**src/rtl/tty_pkg.sv**
```systemverilog
// tty_pkg: device codes, IOT op codes and printer FSM states shared by the TTY controller.
package tty_pkg;
    localparam logic [2:0] IOT_OP  = 3'd6;
    localparam logic [5:0] DEV_KBD = 6'o03;
    localparam logic [5:0] DEV_PRT = 6'o04;

    typedef enum logic [2:0] {
        KCF = 3'd0,
        KSF = 3'd1,
        KCC = 3'd2,
        KRS = 3'd4,
        KIE = 3'd5,
        KRB = 3'd6
    } kbd_op_e;

    typedef enum logic [2:0] {
        SPF = 3'd0,
        TSF = 3'd1,
        TCF = 3'd2,
        TPC = 3'd4,
        SPI = 3'd5,
        TLS = 3'd6
    } prt_op_e;

    typedef enum logic [1:0] {
        IDLE       = 2'd0,
        WAIT_START = 2'd1,
        BUSY       = 2'd2
    } prt_state_e;
endpackage

```
**src/rtl/tty_ctrl_if.sv**
```systemverilog
// tty_ctrl_if: CPU IOT bus and UART handshake signals of the TTY controller.
interface tty_ctrl_if;
    logic        ioStb;
    logic [11:0] ioInstr;
    logic [11:0] acIn;
    logic        ioDone;
    logic        skip;
    logic        acClr;
    logic [11:0] acOr;
    logic        irq;
    logic [7:0]  txData;
    logic        txStb;
    logic        txRdy;
    logic [7:0]  rxData;
    logic        rxAck;
    logic        rxRdy;

    modport master (
        output ioStb, ioInstr, acIn, txRdy, rxData, rxRdy,
        input  ioDone, skip, acClr, acOr, irq, txData, txStb, rxAck
    );

    modport slave (
        input  ioStb, ioInstr, acIn, txRdy, rxData, rxRdy,
        output ioDone, skip, acClr, acOr, irq, txData, txStb, rxAck
    );
endinterface

```
**src/rtl/tty_baudgen.sv**
```systemverilog
// tty_baudgen: one-CLK baudX7 tick every CLK_HZ/(BAUD*7) clocks.
module tty_baudgen #(
    parameter int CLK_HZ = 50000000,
    parameter int BAUD   = 9600
) (
    input  logic CLK,
    input  logic RESET,
    output logic baudX7
);
    localparam int DIV = CLK_HZ / (BAUD * 7);
    localparam int W   = $clog2(DIV);

    logic [W-1:0] cnt;
    logic         wrap;

    assign wrap = cnt == W'(DIV - 1);

    always_ff @(posedge CLK) begin
        if (RESET) begin
            cnt    <= '0;
            baudX7 <= 1'b0;
        end else begin
            cnt    <= wrap ? '0 : cnt + W'(1);
            baudX7 <= wrap;
        end
    end
endmodule

```
**src/rtl/tty_ctrl.sv**
```systemverilog
// tty_ctrl: PDP-8 style keyboard/printer IOT decoder with receive capture,
// printer handshake FSM, one-deep send pending register and interrupt request.
module tty_ctrl
    import tty_pkg::*;
#(
    parameter int CLK_HZ = 50000000,
    parameter int BAUD   = 9600
) (
    input  logic       CLK,
    input  logic       RESET,
    tty_ctrl_if.slave  bus,
    output logic       baudX7,
    output logic       kbdOverrun
);
    prt_state_e  state, state_nx;
    logic        kbd_flag, prt_flag, ie, rx_prev, rx_arm, pend;
    logic [7:0]  kbd_buf, pend_char, req_char;
    logic [2:0]  op;
    logic        iot, kbd_sel, prt_sel, rx_rise;
    logic        kbd_clr, ovr_clr, prt_set, prt_clr;
    logic        send_req, req_valid, issue;
    logic        skip_nx, clr_nx;
    logic [11:0] or_nx;
    logic        unused_ok;

    tty_baudgen #(.CLK_HZ(CLK_HZ), .BAUD(BAUD)) u_baudgen (
        .CLK   (CLK),
        .RESET (RESET),
        .baudX7(baudX7)
    );

    assign unused_ok = ^bus.acIn[11:8];
    assign op        = bus.ioInstr[2:0];
    assign iot       = bus.ioStb & (bus.ioInstr[11:9] == IOT_OP);
    assign kbd_sel   = iot & (bus.ioInstr[8:3] == DEV_KBD);
    assign prt_sel   = iot & (bus.ioInstr[8:3] == DEV_PRT);

    always_comb begin
        // rx_arm masks an rxRdy that is already high when reset releases
        rx_rise   = rx_arm & bus.rxRdy & ~rx_prev;
        kbd_clr   = kbd_sel & (op == KCF || op == KCC || op == KRB);
        ovr_clr   = kbd_sel & (op == KCC || op == KRB);
        prt_clr   = prt_sel & (op == TCF || op == TLS);
        send_req  = prt_sel & (op == TPC || op == TLS);
        req_valid = send_req | pend;
        req_char  = send_req ? bus.acIn[7:0] : pend_char;
        issue     = req_valid & (state == IDLE) & bus.txRdy;
        prt_set   = (prt_sel & (op == SPF)) | ((state == BUSY) & bus.txRdy);
        skip_nx   = (kbd_sel & (op == KSF) & kbd_flag) |
                    (prt_sel & (op == TSF) & prt_flag) |
                    (prt_sel & (op == SPI) & bus.irq);
        clr_nx    = ovr_clr;
        or_nx     = (kbd_sel & (op == KRS || op == KRB)) ? {4'b0, kbd_buf} : 12'd0;
        state_nx  = state;
        if (issue)
            state_nx = WAIT_START;
        else if (state == WAIT_START && !bus.txRdy)
            state_nx = BUSY;
        else if (state == BUSY && bus.txRdy)
            state_nx = IDLE;
    end

    always_ff @(posedge CLK) begin
        if (RESET)
            state <= IDLE;
        else
            state <= state_nx;
    end

    always_ff @(posedge CLK) begin
        if (RESET) begin
            kbd_flag   <= 1'b0;
            prt_flag   <= 1'b0;
            kbdOverrun <= 1'b0;
            kbd_buf    <= '0;
            ie         <= 1'b1;
            rx_prev    <= 1'b0;
            rx_arm     <= 1'b0;
            pend       <= 1'b0;
            pend_char  <= '0;
            bus.txData <= '0;
            bus.txStb  <= 1'b0;
            bus.rxAck  <= 1'b0;
            bus.irq    <= 1'b0;
            bus.ioDone <= 1'b0;
            bus.skip   <= 1'b0;
            bus.acClr  <= 1'b0;
            bus.acOr   <= '0;
        end else begin
            rx_prev    <= bus.rxRdy;
            rx_arm     <= 1'b1;
            bus.rxAck  <= rx_rise;
            if (rx_rise)
                kbd_buf <= bus.rxData;
            // sets take priority over same-cycle clears
            kbd_flag   <= rx_rise | (kbd_flag & ~kbd_clr);
            kbdOverrun <= (rx_rise & kbd_flag) | (kbdOverrun & ~ovr_clr);
            prt_flag   <= prt_set | (prt_flag & ~prt_clr);
            if (kbd_sel && op == KIE)
                ie <= bus.acIn[0];
            pend       <= req_valid & ~issue;
            if (req_valid && !issue)
                pend_char <= req_char;
            if (issue)
                bus.txData <= req_char;
            bus.txStb  <= issue;
            bus.irq    <= ie & (kbd_flag | prt_flag);
            bus.ioDone <= kbd_sel | prt_sel;
            bus.skip   <= skip_nx;
            bus.acClr  <= clr_nx;
            bus.acOr   <= or_nx;
        end
    end
endmodule

```
**src/flat_wrapper.sv**
```systemverilog
// flat-port wrapper written by rule: the top's interface ports become plain ports
module tty_ctrl_flat import tty_pkg::*;
#(
    parameter int CLK_HZ = 50000000,
    parameter int BAUD   = 9600
)
  (CLK, RESET, baudX7, kbdOverrun, bus_ioStb, bus_ioInstr, bus_acIn, bus_txRdy, bus_rxData, bus_rxRdy, bus_ioDone, bus_skip, bus_acClr, bus_acOr, bus_irq, bus_txData, bus_txStb, bus_rxAck);
  tty_ctrl_if bus_i ();
  input  logic CLK;
  input  logic RESET;
  output logic baudX7;
  output logic kbdOverrun;
  input wire logic [$bits(bus_i.ioStb)-1:0] bus_ioStb;
  input wire logic [$bits(bus_i.ioInstr)-1:0] bus_ioInstr;
  input wire logic [$bits(bus_i.acIn)-1:0] bus_acIn;
  input wire logic [$bits(bus_i.txRdy)-1:0] bus_txRdy;
  input wire logic [$bits(bus_i.rxData)-1:0] bus_rxData;
  input wire logic [$bits(bus_i.rxRdy)-1:0] bus_rxRdy;
  output wire logic [$bits(bus_i.ioDone)-1:0] bus_ioDone;
  output wire logic [$bits(bus_i.skip)-1:0] bus_skip;
  output wire logic [$bits(bus_i.acClr)-1:0] bus_acClr;
  output wire logic [$bits(bus_i.acOr)-1:0] bus_acOr;
  output wire logic [$bits(bus_i.irq)-1:0] bus_irq;
  output wire logic [$bits(bus_i.txData)-1:0] bus_txData;
  output wire logic [$bits(bus_i.txStb)-1:0] bus_txStb;
  output wire logic [$bits(bus_i.rxAck)-1:0] bus_rxAck;
  assign bus_i.ioStb = bus_ioStb;
  assign bus_i.ioInstr = bus_ioInstr;
  assign bus_i.acIn = bus_acIn;
  assign bus_i.txRdy = bus_txRdy;
  assign bus_i.rxData = bus_rxData;
  assign bus_i.rxRdy = bus_rxRdy;
  assign bus_ioDone = bus_i.ioDone;
  assign bus_skip = bus_i.skip;
  assign bus_acClr = bus_i.acClr;
  assign bus_acOr = bus_i.acOr;
  assign bus_irq = bus_i.irq;
  assign bus_txData = bus_i.txData;
  assign bus_txStb = bus_i.txStb;
  assign bus_rxAck = bus_i.rxAck;
  tty_ctrl #(.CLK_HZ(CLK_HZ), .BAUD(BAUD)) u_core (.CLK(CLK), .RESET(RESET), .bus(bus_i), .baudX7(baudX7), .kbdOverrun(kbdOverrun));
endmodule
```
**config.mk**
```make
export PLATFORM = sky130hd
export DESIGN_NAME = tty_ctrl_flat
export DESIGN_NICKNAME = d
export VERILOG_FILES = /design/src/rtl/tty_pkg.sv /design/src/rtl/tty_ctrl_if.sv /design/src/rtl/tty_baudgen.sv /design/src/rtl/tty_ctrl.sv /design/src/flat_wrapper.sv
export SDC_FILE = /design/constraint.sdc
export NUM_CORES = 1
export LEC_CHECK = 0
export BUFFER_PORTS_ARGS = -buffer_cell sky130_fd_sc_hd__clkbuf_2
export CAP_MARGIN = 20
export CORE_ASPECT_RATIO = 0.9
export CORE_UTILIZATION = 50
export CTS_BUF_LIST = sky130_fd_sc_hd__clkbuf_8
export DETAILED_ROUTE_END_ITERATION = 10
export GPL_TIMING_DRIVEN = 0
export PLACE_DENSITY_LB_ADDON = 0.05
export SLEW_MARGIN = 10
export SYNTH_ARGS = -nofsm -noshare
export SYNTH_HDL_FRONTEND = slang
export SYNTH_SLANG_ARGS = --single-unit
```
**constraint.sdc**
```tcl
create_clock -name CLK -period 2.6 [get_ports CLK]
set_input_delay 0.26 -clock CLK [delete_from_list [all_inputs] [get_ports CLK]]
set_output_delay 0.26 -clock CLK [all_outputs]
set_load 0.005 [all_outputs]
```
Yosys cells after proc, flatten, opt, wreduce, memory -nomap -nowiden --
Index checks and enable logic that the tools add are counted.
Storage, ports and cells: register bits 62, bits of input ports 37, output and inout bits 28, word-level logic and storage cells 97
Operators by class: add/sub/neg operators 1, equal/unequal tests 11, mux-type cells 5, bitwise logic cells 41, reductions and logical operators 17
Operator list (count):
- $and 1x1->1 | 26
- $eq 3x3->1 const B | 4
- $add 10x1->10 const B | 1
- $eq 10x10->1 const B | 1
- $or 1x1->1 | 9
- $mux 8 | 1
- $eq 6x2->1 const B | 1
- $eq 6x3->1 const B | 1
- $not 1->1 | 6
- $reduce_or 2->1 | 3
- $logic_and 1x1->1 | 4
- $logic_or 1x1->1 | 4
- $mux 2 | 2
- $eq 3x1->1 const B | 1
- $eq 3x2->1 const B | 1
- $logic_not 3->1 | 1
- $reduce_bool 3->1 | 1
- $eq 2x1->1 const B | 1
- $eq 2x2->1 const B | 1
- $logic_not 1->1 | 2
- $logic_not 2->1 | 1
- $mux 1 | 2
- $reduce_bool 2->1 | 1

Logic depth before layout (Yosys ltp) --
depth after elaboration 9, gate-level depth with buffers 6, mapped depth without buffers 5

Cells and area by module --
From an unflattened synthesis, not the netlist that was laid out.
Second synthesis, totals: cells, all modules 251, area total of the unflattened synthesis 2374.8 µm²
By module, submodules not included:
- tty_ctrl | instances 1, cells an instance 199, area an instance 1909.3 µm², sequential area each 940.9 µm²
- tty_baudgen | instances 1, cells an instance 52, area an instance 465.4 µm², sequential area each 220.2 µm²

Worst setup path after synthesis --
Ideal clock, no wire load.
path type input to register, from input bus_ioInstr[6], to register u_core.bus.txData[1], setup time 0.120 ns, arrival 1.665 ns, data required time 2.480 ns, setup slack 0.815 ns, stages 5, buffers on the path 1, cells stage by stage or4b_4 -> nor4_4 -> buf_6 -> nor2_1 -> a211o_1
On the way: longest elaborated chain between the ends 6, elaborated cells between the ends (all ways) 7, classes of those cells eq/ne: 1; mux: 1; bitwise: 5
RTL lines:
- start, declared | line flat_wrapper.sv:14 | input wire logic [$bits(bus_i.ioInstr)-1:0] bus_ioInstr;
- $eq 6x3->1 * | line tty_ctrl.sv:36 | assign prt_sel = iot & (bus.ioInstr[8:3] == DEV_PRT);
- $and 1x1->1 * | line tty_ctrl.sv:36
- $and 1x1->1 * | line tty_ctrl.sv:44 | send_req = prt_sel & (op == TPC || op == TLS);
- $or 1x1->1 | line tty_ctrl.sv:45 | req_valid = send_req | pend;
- $and 1x1->1 (2 in a row) | line tty_ctrl.sv:47 | issue = req_valid & (state == IDLE) & bus.txRdy;
- end signal, assigned | line tty_ctrl.sv:105 | bus.txData <= req_char;
- end, declared | line tty_ctrl_if.sv:25 | output ioDone, skip, acClr, acOr, irq, txData, txStb, rxAck
Mark *: on every way between the ends. The rest lies on a longest branch, timed or not. A chain may end at the register's enable or synchronous reset.

Worst setup path after layout --
from register u_core.state[1], to register u_core.bus.txData[5]
On the way: longest elaborated chain between the ends 3
RTL lines:
- start, declared | line tty_ctrl.sv:15 | prt_state_e state, state_nx;
- start signal, assigned | line tty_ctrl.sv:67 | state <= state_nx;
- $logic_not 2->1 | line tty_ctrl.sv:47
- $and 1x1->1 (2 in a row) | line tty_ctrl.sv:47
No other way between the ends.

==> summary.txt <==
Place
  – Post-DP HPWL: about 3700 microns
  – Final GP Congestion: between 0.7 and 0.8
  – Port Buffer Count: 56

Logic synthesis
  – Commonest cells post-synth: 58 x dfxtp_1, 29 x nor2_1, 23 x nand2_1, 23 x nand3_1, 19 x a21oi_1
  – Area contributors post-synth: dfxtp_1 50%, nand3_1 5.0%, nor2_1 4.7%
  – Async S/R FF share, synth: 0%
  – Number of synthesized register bits: 58
  – Top_reg_cell synth: dfxtp_1
  – Sequential element share of the synthesized area: roughly 50%
  – Synthesized area: 0.00232 sq mm
  – Synth cell types: 47
  – Syn Area/Cell: between 8 and 9 sq um
  – Post-synth EDFFs: 0
  – Most instantiated library cell after synthesis: dfxtp_1
  – Biggest area consumer among synthesized cells: dfxtp_1
  – Yosys warnings: 0
  – Synthesized instance count: between 200 and 300
  – Yosys top cell area share: approximately 50%

Layout
  – Layout cells sized above 1: between 20% and 30%
  – Area Overhead vs Synth: 22.7%
  – Nets: approximately 370
  – FILL cells: 413
  – ANT cells: 0
  – Register area: approximately 0.0012 sq mm
  – Area of the multi-input gates: between 0.001 and 0.0015 sq mm

Timing
  – Hold Slack: between 100 and 150 ps
  – Slew Limit Fails: 0
  – RSZ-0062 raised after global routing: no
  – # setup viols final: 0
  – Worst-Margin Slew: around 900 ps
  – Setup TNS: 0 ps
  – Achievable frequency: ~530 MHz
  – Relative slew margins: around two fifths
  – Fin Clk Skew: between 7 and 8 ps
  – Final hold violations: 0
  – Fin crit share: between 70% and 80%
  – Fin crit period: about 1900 ps

Global route
  – Antenna violations before repair: 0
  – Vias in the first global route: 1834
  – Grt ovf: 0
  – First-pass GRT wire length: 8250 microns
  – GRT Util Overall: around 23%
  – Largest net degree at the start of global routing: 11

Setup path
  – FF-to-FF setup slack: around 700 ps
  – Critical path fanouts, max: 10
  – Crit Path Class: flip-flop to flip-flop
  – Startpoint class of the critical path: flip-flop
  – Crit path arrival time: 2180 ps
  – Critical Path RT: 2880 ps
  – Crit. End Element: flip-flop

Clock network
  – CTS Hold Bufs: 0
  – TritonCTS Buffers: 9
  – H-tree levels: 3
  – Later-pin clock latency in the skew report: between 300 and 400 ps
  – Number of clock sinks: 58
  – CTS tree: yes
  – # Post-CTS Setup Buffers: 0
  – Worst-case clock buffer depth: 2
  – Clock Pin Slew Worst Setup and Hold Paths: 60 ps
  – Post-CTS resize count: 0
  – Root buf cell: clkbuf_8

Status
  – Status: completed

Route
  – DR iter-0 viols: a little under 90
  – Wire length per cell: ~13 microns
  – Vias per cell: approximately 5.2
  – Drt first pass iters: 4
  – # DRC: 0
  – Via Count: about 2.0k
  – Detailed Route WL: around 5100 microns
  – Antenna viol nets, final: 0

Pwr
  – Pint: between 1 and 1.5 mW
  – Sw Pwr: 0.411 mW
  – Clock power share: approximately two fifths
  – Gate power share: about 6.4%
  – Static leakage: ~1.3 nW
  – P per Cell Area: ~600 mW/mm^2
  – Flop pwr share: a little over half
  – Max IR drop VDD: 338 uV
  – Switching part of the total: 24.4%

Floorplan
  – Core Box Area: between 0.004 and 0.005 sq mm
  – Die ar.: between 0.004 and 0.005 sq mm
  – Ports: 65
  – DIE WIDTH: 73.8 microns
  – Initial core utilization: a little over half
  – Die height: around 67 microns
  – FP Rows: 23

Min path
  – Hold Path Class: input pin to flip-flop

Flow run
  – Max-Cap Viols: 0
==> through the flow <==
step	instance area, sq um	cells	total power [mW]	util [%]	worst slack, ps
floorplan	2330	262	0.986	-	815
global placement	2690	380	1.04	60.3	312
detailed placement	2690	380	1.04	60.3	371
CTS	2840	395	1.69	63.7	437
global route	2850	396	1.75	63.8	642
finish	2850	396	1.68	63.8	700
==> cells by family (layout without fill, tap and decap cells) <==
kind of cell,after synthesis,after routing,synth area share [%]
xor gates and xnor gates,8,8,3.02
other,1,4,0.162
buffers and inverters,20,92,4.26
and+or+nand+nor,121,121,27.9
muxes,1,1,0.432
adders and majority gates,2,2,0.971
AOI/OAI and AO/OA,48,48,13.2
DFF,58,58,50.1
==> power groups by stage <==
| stage | logic [mW] | registers, mW | clock network (mW) |
|---|---|---|---|
| 5_1_grt | 0.121 | 0.913 | 0.714 |
| 3_3_place_gp | 0.106 | 0.930 | 0 |
| 6_report | 0.108 | 0.911 | 0.664 |
| 2_1_floorplan | 0.0573 | 0.929 | 0 |
| 4_1_cts | 0.107 | 0.911 | 0.674 |
| 3_5_place_dp | 0.107 | 0.931 | 0 |
==> path summary, 6_finish.rpt <==
kind / from / end / depth (start not counted)
max: u_core.state[1] / u_core.bus.txData[5] / 6
min: bus_rxData[2] / u_core.kbd_buf[2] / 3
max reg2reg: u_core.state[1] / u_core.bus.txData[5] / 6
min reg2reg: u_core.kbd_buf[0] / u_core.kbd_buf[0] / 2
==> sequential cells by signal (all words and copies together), names as in the netlist, 2 cells and up <==
signal                flops
u_core.state              2
u_core.bus.txData         8
u_core.pend_char          8
u_core.u_baudgen.cnt     10
u_core.kbd_buf            8
u_core.bus.acOr           8
==> layout by cell type, fill, tap and decap left out, types with 2 or more instances in the layout <==
master / n
xnor2_1: 6
and3_1: 6
clkbuf_8: 9
xor2_1: 2
a211o_1: 7
nor2b_1: 3
conb_1: 4
nand3_1: 23
nor2_1: 29
buf_4: 4
clkbuf_1: 4
nor3_1: 4
a21oi_1: 19
nor3b_1: 2
nor4b_1: 2
nor4_1: 2
clkinv_2: 4
buf_1: 3
clkbuf_2: 57
inv_1: 9
and2_1: 9
nand3b_1: 3
or2_2: 4
o21ai_0: 12
and3b_1: 2
nand2_1: 23
dfxtp_1: 58
nand2b_1: 2
==> area by class of cell <==
| cell class | instances | share of cell area (%) |
|---|---|---|
| flip-flops and latches | 58 | 40.8 |
| multi-input cells | 184 | 37.6 |
| repair buffers | 57 | 10.0 |
| clock buffers | 9 | 4.35 |
| well taps | 62 | 2.73 |
| plain buffers | 13 | 2.55 |
| clock inverters | 6 | 0.967 |
| inverters | 7 | 0.923 |
==> per-layer routing <==
layer  routed length [microns]  vias up  GRT usage [%]
met1                      2480      950           28.9
met4                        70        0           9.86
met3                       235        8           8.32
met5                         0        -              0
met2                      2350       54           35.1
li1                          -     1037              -
==> critical path, cell delays in order (launching register included) <==
cell	delay, ps
dfxtp_1	340
nor4b_1	420
clkbuf_2	240
clkbuf_1	390
nand2_1	100
nor3_1	210
a211o_1	140
(Power assumes the default switching activity.)
